--- config.mk ---
export PLATFORM = sky130hd
export DESIGN_NAME = triggered_pulse_generator
export DESIGN_NICKNAME = d
export VERILOG_FILES = /design/src/rtl/trig_pulse_pkg.sv /design/src/rtl/load_down_counter.sv /design/src/rtl/triggered_pulse_generator.sv
export SDC_FILE = /design/constraint.sdc
export NUM_CORES = 1
export LEC_CHECK = 0
export ABC_AREA = 0
export CORE_MARGIN = 3
export CORE_UTILIZATION = 30
export CTS_BUF_LIST = sky130_fd_sc_hd__clkbuf_8
export CTS_CLUSTER_DIAMETER = 100
export DETAILED_ROUTE_END_ITERATION = 10
export GPL_ROUTABILITY_DRIVEN = 0
export PLACE_DENSITY = 0.51
export SYNTH_ARGS = -nofsm -noshare
export SYNTH_HDL_FRONTEND = slang
export SYNTH_SLANG_ARGS = --single-unit
--- constraint.sdc ---
create_clock -name clk_i -period 3.9 [get_ports clk_i]
set_clock_uncertainty 0.1 [all_clocks]
set_input_delay 0.78 -clock clk_i [delete_from_list [all_inputs] [get_ports clk_i]]
set_output_delay 0.78 -clock clk_i [all_outputs]
set_load 0.01 [all_outputs]
--- src/rtl/trig_pulse_pkg.sv ---
// Shared types and default widths for the triggered pulse generator.
package trig_pulse_pkg;

    localparam int DELAY_W_DEF = 16;
    localparam int WIDTH_W_DEF = 16;
    localparam int MISS_W_DEF  = 16;

    typedef enum logic [1:0] {
        IDLE  = 2'd0,
        DELAY = 2'd1,
        PULSE = 2'd2
    } state_t;

endpackage

--- src/rtl/load_down_counter.sv ---
// Loadable down-counter that holds at zero; load takes priority over count.
module load_down_counter
    import trig_pulse_pkg::*;
#(
    parameter int W = DELAY_W_DEF
) (
    input  logic         clk_i,
    input  logic         rst_i,
    input  logic         load_i,
    input  logic [W-1:0] value_i,
    input  logic         en_i,
    output logic         zero_o
);

    logic [W-1:0] count_q;

    always_ff @(posedge clk_i) begin
        if (rst_i) begin
            count_q <= '0;
        end else if (load_i) begin
            count_q <= value_i;
        end else if (en_i && (count_q != '0)) begin
            count_q <= count_q - W'(1);
        end
    end

    assign zero_o = (count_q == '0);

endmodule

--- src/rtl/triggered_pulse_generator.sv ---
// Trigger -> programmable delay -> programmable-width registered pulse.
// Define TRIG_PULSE_MISS_CNT_EN to add the saturating dropped-trigger counter missed_o.
//
// state | meaning
// IDLE  | waiting for an accepted trigger
// DELAY | counting down the latched delay
// PULSE | driving pulse_o for the latched width
module triggered_pulse_generator
    import trig_pulse_pkg::*;
#(
    parameter int DELAY_W = DELAY_W_DEF,
    parameter int WIDTH_W = WIDTH_W_DEF
`ifdef TRIG_PULSE_MISS_CNT_EN
    ,
    parameter int MISS_W  = MISS_W_DEF
`endif
) (
    input  logic               clk_i,
    input  logic               rst_i,
    input  logic               trig_i,
    input  logic               enable_i,
    input  logic [DELAY_W-1:0] delay_i,
    input  logic [WIDTH_W-1:0] width_i,
    output logic               pulse_o,
    output logic               busy_o
`ifdef TRIG_PULSE_MISS_CNT_EN
    ,
    output logic [MISS_W-1:0]  missed_o
`endif
);

    state_t               state_q, state_d;
    logic [WIDTH_W-1:0]   width_q;
    logic                 accept;

    logic                 dly_load, dly_en, dly_zero;
    logic [DELAY_W-1:0]   dly_val;
    logic                 wid_load, wid_en, wid_zero;
    logic [WIDTH_W-1:0]   wid_val;

    assign accept = (state_q == IDLE) && enable_i && trig_i;

    always_comb begin
        state_d  = state_q;
        dly_load = 1'b0;
        dly_en   = 1'b0;
        dly_val  = delay_i - DELAY_W'(1);
        wid_load = 1'b0;
        wid_en   = 1'b0;
        wid_val  = width_q - WIDTH_W'(1);
        case (state_q)
            IDLE: begin
                // A zero-width request is accepted but produces nothing.
                if (accept && (width_i != '0)) begin
                    if (delay_i == '0) begin
                        state_d  = PULSE;
                        wid_load = 1'b1;
                        wid_val  = width_i - WIDTH_W'(1);
                    end else begin
                        state_d  = DELAY;
                        dly_load = 1'b1;
                    end
                end
            end
            DELAY: begin
                if (dly_zero) begin
                    state_d  = PULSE;
                    wid_load = 1'b1;
                end else begin
                    dly_en = 1'b1;
                end
            end
            PULSE: begin
                if (wid_zero) state_d = IDLE;
                else          wid_en  = 1'b1;
            end
            default: state_d = IDLE;
        endcase
        if (!enable_i) state_d = IDLE;
    end

    // Outputs are registered from the next state so they align with state_q.
    always_ff @(posedge clk_i) begin
        if (rst_i) begin
            state_q <= IDLE;
            width_q <= '0;
            pulse_o <= 1'b0;
            busy_o  <= 1'b0;
        end else begin
            state_q <= state_d;
            if (accept) width_q <= width_i;
            pulse_o <= (state_d == PULSE);
            busy_o  <= (state_d != IDLE);
        end
    end

    load_down_counter #(.W(DELAY_W)) u_delay_cnt (
        .clk_i   (clk_i),
        .rst_i   (rst_i),
        .load_i  (dly_load),
        .value_i (dly_val),
        .en_i    (dly_en),
        .zero_o  (dly_zero)
    );

    load_down_counter #(.W(WIDTH_W)) u_width_cnt (
        .clk_i   (clk_i),
        .rst_i   (rst_i),
        .load_i  (wid_load),
        .value_i (wid_val),
        .en_i    (wid_en),
        .zero_o  (wid_zero)
    );

`ifdef TRIG_PULSE_MISS_CNT_EN
    always_ff @(posedge clk_i) begin
        if (rst_i) begin
            missed_o <= '0;
        end else if (trig_i && enable_i && busy_o && (missed_o != '1)) begin
            missed_o <= missed_o + MISS_W'(1);
        end
    end
`endif

endmodule

==> results of run 1 <==
cell type report:
class | count | area share (%)
Clock buffer | 6 | 1.885
Clock inverter | 2 | 0.1714
Sequential cell | 52 | 23.76
Inverter | 8 | 0.6855
Tap cell | 143 | 4.085
Timing Repair Buffer | 75 | 14.85
Multi-Input combinational cell | 370 | 54.56
cells by family (layout without fill, tap and decap cells):
family,after synthesis,count (layout),synth area share (%)
xor+xnor,52,52,12.87
compound gates,90,90,17.78
fa+ha+maj,4,4,1.414
mux,8,8,2.333
flops,52,52,29.41
buf+inv,24,91,3.217
simple gates,216,216,32.98
tightest hold or removal path: stages (launching register included):
cell,delay (ps)
dfxtp_1,330
nand2_1,50
a21oi_1,50
synth_stat cells, types with 2 or more instances:
library cell	n
xor2_1	27
nand4b_1	3
o311ai_0	2
nor2_2	3
mux2i_1	6
nor2b_1	3
and3_1	4
nor3b_1	2
nand2_1	64
a211oi_2	2
a2111oi_0	2
nor4_1	17
nor3_1	20
o22ai_1	4
nand3_1	13
ha_1	4
nor2_1	43
a21o_1	2
or3_1	5
clkbuf_1	8
nor3_2	3
inv_1	8
dfxtp_1	52
o21ai_0	5
nand2b_1	6
mux2_2	2
o21ai_2	2
a211oi_1	17
xnor2_1	25
buf_6	2
buf_2	4
a21oi_1	33
nand4_1	3
or4_4	5
a31oi_1	4
o31a_1	2
or4_1	8
nor4_2	2
per-stage QoR:
stage / total power, mW / setup TNS (ps) / util (%) / worst slack [ps] / instances
after floorplan: 0.7870 / 0 / - / 4.534 / 446
after global placement: 0.9201 / -64.84 / 37.37 / -64.84 / 648
after global routing: 1.311 / -2.970 / 38.20 / -2.970 / 656
after detailed placement: 0.9241 / -291.8 / 37.37 / -130.9 / 648
final: 1.238 / 0 / 38.20 / 201.9 / 656
after CTS: 1.251 / 0 / 38.16 / 187.0 / 656
worst paths after layout:
kind                            start                             endpoint  cells after the start
min          width_q[15]$_SDFFE_PP0N_             width_q[15]$_SDFFE_PP0N_                      2
max                       delay_i[12]  u_delay_cnt.count_q[8]$_SDFFE_PP0P_                     12
min reg2reg  width_q[15]$_SDFFE_PP0N_             width_q[15]$_SDFFE_PP0N_                      2
max reg2reg     state_q[0]$_SDFF_PP0_  u_delay_cnt.count_q[8]$_SDFFE_PP0P_                     11
sequential cells by signal, summed over array words and instances, names as in the netlist:
register             cells
state_q                  2
width_q                 16
pulse_o                  1
busy_o                   1
u_width_cnt.count_q     16
u_delay_cnt.count_q     16
where the power goes:
group	leakage [nW]	internal [mW]	switching, mW
Clock	0.0538	0.140	0.184
Combinational	1.17	0.158	0.172
Sequential	0.424	0.555	0.0294
layer usage:
metal  wire, um  part of all wire (%)  global-route usage, %  vias to the layer above
met4        116                   1.1                  3.642                        0
li1           -                     -                      -                     1761
met1       5128                    50                  23.01                     1603
met5          0                     0                      0                        -
met3        252                   2.5                  2.167                        7
met2       4727                    46                  25.61                       40
what timing repair did:
action,in CTS,in global routing
gates resized for setup,0,1
hold buffers,0,0
setup endpoints to repair,0,1
==> results.yml, run 1 <==
status:
  status: "finished, final reports clean"
route:
  wl_per_cell_um: 15.59
  route.detailed.drc: 0
  antenna_left: 0
  wirelength_um: 10230
  vias_per_cell: 5.200
  drtIter0Drc: 193
  firstDrtPassIters: 4
  num_vias: 3411
synthesis:
  synth_top_cell_by_area: "dfxtp_1"
  synth-edff-count: 0
  ys_types: 67
  yosys_warnings: 0
  synthesis.instances: 446
  ys.flop_type: "dfxtp_1"
  synthesis.nets: 486
  synth-seq-cells: 52
  synth-async-reset-ratio_pct: 0
  seq_area_frac_synth_pct: 29.41
  syn_area_um2: 3540
  syn_area_per_cell_um2: 7.936
  post-synth-top-area-fraction_pct: 29.41
  synthTopCellsByArea: "dfxtp_1, nand2_1, xor2_1"
hold_path:
  hold_class: "register to register"
setup_path:
  critPathRequiredTime_ps: 4000
  slowest_stage: "or4_1"
  r2r_slack_ps: 1110
  crit_type: "input pin to register"
  arrival_ps: 3800
  path_delay_family: "simple AND/OR/NAND/NOR gates"
  path_cells: "clkdlybuf4s50_1 -> or4_1 -> or2_0 -> o21bai_2 -> mux2i_1 -> ha_1 -> nor3b_1 -> buf_4 -> nand3_1 -> nor3_1 -> xnor2_1 -> a2111oi_1"
  endpoint_kind: "register"
  cpPeakStageDelay_ps: 540
  path_buf_inv: 2
  critical_path.startpoint_type: "input pin"
  path_max_fanout: 4
final_layout:
  areaGrowthSynthToFinish_pct: 23.75
  finalInstanceArea_um2: 4380
  n_antenna_cell: 0
  final_common_cell: "nand2_1"
  final_cell_mix: "nand2_1, dfxtp_1, nor2_1"
  drive_above_1_share_pct: 14.81
  n_fill_cell: 1190
  multiInputGateArea_um2: 2390
  fin_nets: 552
  seq_area_um2: 1041
clock_network:
  path_clk_slew_ps: 90
  post-cts-setup-buffers: 0
  cts.sinks: 52
  clk_latency_ps: 310
  cts_max_level: 2
  tritoncts: "yes"
  cts_max_path_buffers: 2
  numCtsBuffers: 5
  root_buffer: "clkbuf_8"
placed_design:
  placed_cell_area_um2: 4285
  io_buffers: 37
  hpwl_um: 7872
power:
  vdd.ir_drop.worst_v: 0.0001259
  leakage_nw: 1.649
  p_per_area_nw_per_um2: 282.6
sta:
  finalHoldWorstSlack_ps: 381.6
  rsz0062_at_grt: "yes"
  min_period_over_period_pct: 94.82
  slew_headroom_pct: 44.64
  report.final.slew_viol_count: 0
  fmax_ghz: 0.2704
  hold_viol: 0
  setup_viol: 0
  period_needed_ps: 3698
  worst-slew-pin-transition_ps: 830.4
die:
  ioPinCount: 38
  core_area_um2: 11470
  row_count: 39
  fp.dieH_um: 114.6
  die_w_um: 114.6
  initial_core_util_pct: 30.87
  die_area_um2: 13140
global_routing:
  antenna_found_initial: 0
  grt_max_degree: 39
  grt_pass1_vias: 3360
  grt-ovfl-total: 0
  grt_util_all_layers_pct: 16.08
  grt_pass1_wl_um: 16970
job:
  max-cap-violations: 0
Power figures use the tool's default switching activity.
==> run 2: changes to the inputs <==
- CAP_MARGIN: not set -> 0
- CTS_CLUSTER_DIAMETER: 100 -> 80
==> results of run 2 <==
No change in the layout: final DEF, timing and power equal those of run 1.
==> run 3: changes to the inputs <==
- CORE_MARGIN: 3 -> not set
- CORE_UTILIZATION: 30 -> 53
- PLACE_DENSITY: 0.51 -> 0.81
==> results.yml, run 3 (synthesis gave the netlist of run 1 again) <==
status:
  status: "finished, final reports clean"
power:
  p_per_area_nw_per_um2: 298.8
  vdd.ir_drop.worst_v: 0.0002083
  leakage_nw: 1.633
  total_power_mw: 1.281
hold_path:
  hold_class: "register to register"
job:
  max-cap-violations: 0
setup_path:
  path_delay_family: "simple AND/OR/NAND/NOR gates"
  critPathRequiredTime_ps: 4020
  slowest_stage: "or4_1"
  cpPeakStageDelay_ps: 530
  critical_path.startpoint_type: "input pin"
  endpoint_kind: "register"
  path_cells: "clkdlybuf4s50_1 -> or4_1 -> or2_0 -> o21bai_2 -> mux2i_1 -> ha_1 -> nor3b_1 -> buf_4 -> nand3_1 -> nor3_1 -> xnor2_1 -> a2111oi_2"
  crit_type: "input pin to register"
  path_max_fanout: 4
  arrival_ps: 3830
  path_buf_inv: 2
final_layout:
  reg.largest.list: "u_delay_cnt.count_q: 16 flops, u_width_cnt.count_q: 16 flops, width_q: 16 flops"
  final_common_cell: "nand2_1"
  n_antenna_cell: 0
  fin_nets: 547
  fin_util_pct: 67.14
  areaGrowthSynthToFinish_pct: 21.14
  final_cell_mix: "nand2_1, dfxtp_1, nor2_1"
  drive_above_1_share_pct: 14.57
sta:
  setup_viol: 0
  period_needed_ps: 3714
  fin_ws_ps: 186.5
  hold_viol: 0
  slew_headroom_pct: 32.25
  min_period_over_period_pct: 95.22
  report.final.slew_viol_count: 0
  rsz0062_at_grt: "yes"
  worst-slew-pin-transition_ps: 1016
  fmax_ghz: 0.2693
die:
  core_area_um2: 6386
  die_area_um2: 7009
  row_count: 29
  initial_core_util_pct: 55.43
  ioPinCount: 38
  die_w_um: 83.72
  fp.dieH_um: 83.72
placed_design:
  io_buffers: 37
  pre_cts_slack_ps: -146.7
  hpwl_um: 7102
route:
  antenna_left: 0
  wl_per_cell_um: 16.11
  firstDrtPassIters: 5
  num_vias: 3617
  vias_per_cell: 6.183
  route.detailed.drc: 0
  wirelength_um: 9423
  drtIter0Drc: 308
global_routing:
  antenna_found_initial: 0
  grt_max_degree: 51
  grt_pass1_wl_um: 15950
  grt-ovfl-total: 0
  grt_pass1_vias: 3340
  grt_util_all_layers_pct: 28.06
clock_network:
  cts_max_path_buffers: 2
  root_buffer: "clkbuf_8"
  cts.sinks: 52
  path_clk_slew_ps: 90
  numCtsBuffers: 5
  cts_max_level: 2
  tritoncts: "yes"
  post-cts-setup-buffers: 0
  postCtsHoldBufs: 0
  clk_latency_ps: 320
[run 3: changes by cell type in the layout (fill, tap and decap cells not counted)]
cell       previous run  this run
buf_4                38        33
clkbuf_8              6         5
nor3b_1               2         1
clkinv_2              0         1
bufinv_16             0         1
a2111oi_2             0         1
a2111oi_1             1         0
nor3b_2               1         2
inv_1                10         9
[run 3: final timing paths]
| check | startpoint | end | slack (ps) | depth (start not counted) |
|---|---|---|---|---|
| worst max-delay path | delay_i[12] | u_delay_cnt.count_q[8]$_SDFFE_PP0P_ | 190 | 12 |
| worst min-delay path | width_q[15]$_SDFFE_PP0N_ | width_q[15]$_SDFFE_PP0N_ | 380 | 2 |
| worst max register to register | state_q[0]$_SDFF_PP0_ | u_delay_cnt.count_q[8]$_SDFFE_PP0P_ | 1020 | 11 |
| worst min register to register | width_q[15]$_SDFFE_PP0N_ | width_q[15]$_SDFFE_PP0N_ | 380 | 2 |
[run 3: power by group]
group | internal (mW) | switching [mW] | total, mW | leakage, nW
clock network | 0.188 | 0.179 | 0.367 | 0.0593
logic | 0.156 | 0.174 | 0.330 | 1.15
registers | 0.555 | 0.0303 | 0.585 | 0.424
[run 3: per-stage QoR]
stage	std cells	setup TNS [ps]	hold slack (ps)	area, um^2
2_1_floorplan	446	0	348.1	3540
3_3_place_gp	577	-17.46	362.4	4165
3_5_place_dp	577	-383.3	368.8	4165
4_1_cts	585	0	381.3	4273
5_1_grt	585	-2.649	420.5	4288
6_report	585	0	381.6	4288
[run 3: timing repair]
item | in CTS | in global routing
endpoints found under the hold margin | 0 | 0
endpoints found under the setup margin | 0 | 3
resized for setup | 0 | 3
[run 3: area by class of cell]
| type | instances | area [um^2] |
|---|---|---|
| Clock buffer | 5 | 68.82 |
| Fill cell | 524 | 2098 |
| Sequential cell | 52 | 1041 |
| Timing Repair Buffer | 70 | 613.1 |
| Tap cell | 77 | 96.34 |
| Multi-Input combinational cell | 370 | 2400 |
| Clock inverter | 3 | 38.79 |
| Inverter | 8 | 30.03 |
[run 3: per-layer routing]
metal | global-route usage (%) | wire length [um] | vias up
li1 | - | - | 1751
met1 | 38.97 | 4218 | 1687
met2 | 44.72 | 4399 | 158
met3 | 3.956 | 654 | 21
met4 | 9.245 | 150 | 0
met5 | 0 | 0 | -
[run 3: worst min-delay path: cells and delay by family, from the launching register on]
kind	cells	cell delay, ps
AOI/OAI and AO/OA	1	50
and+or+nand+nor	1	60
DFF	1	330
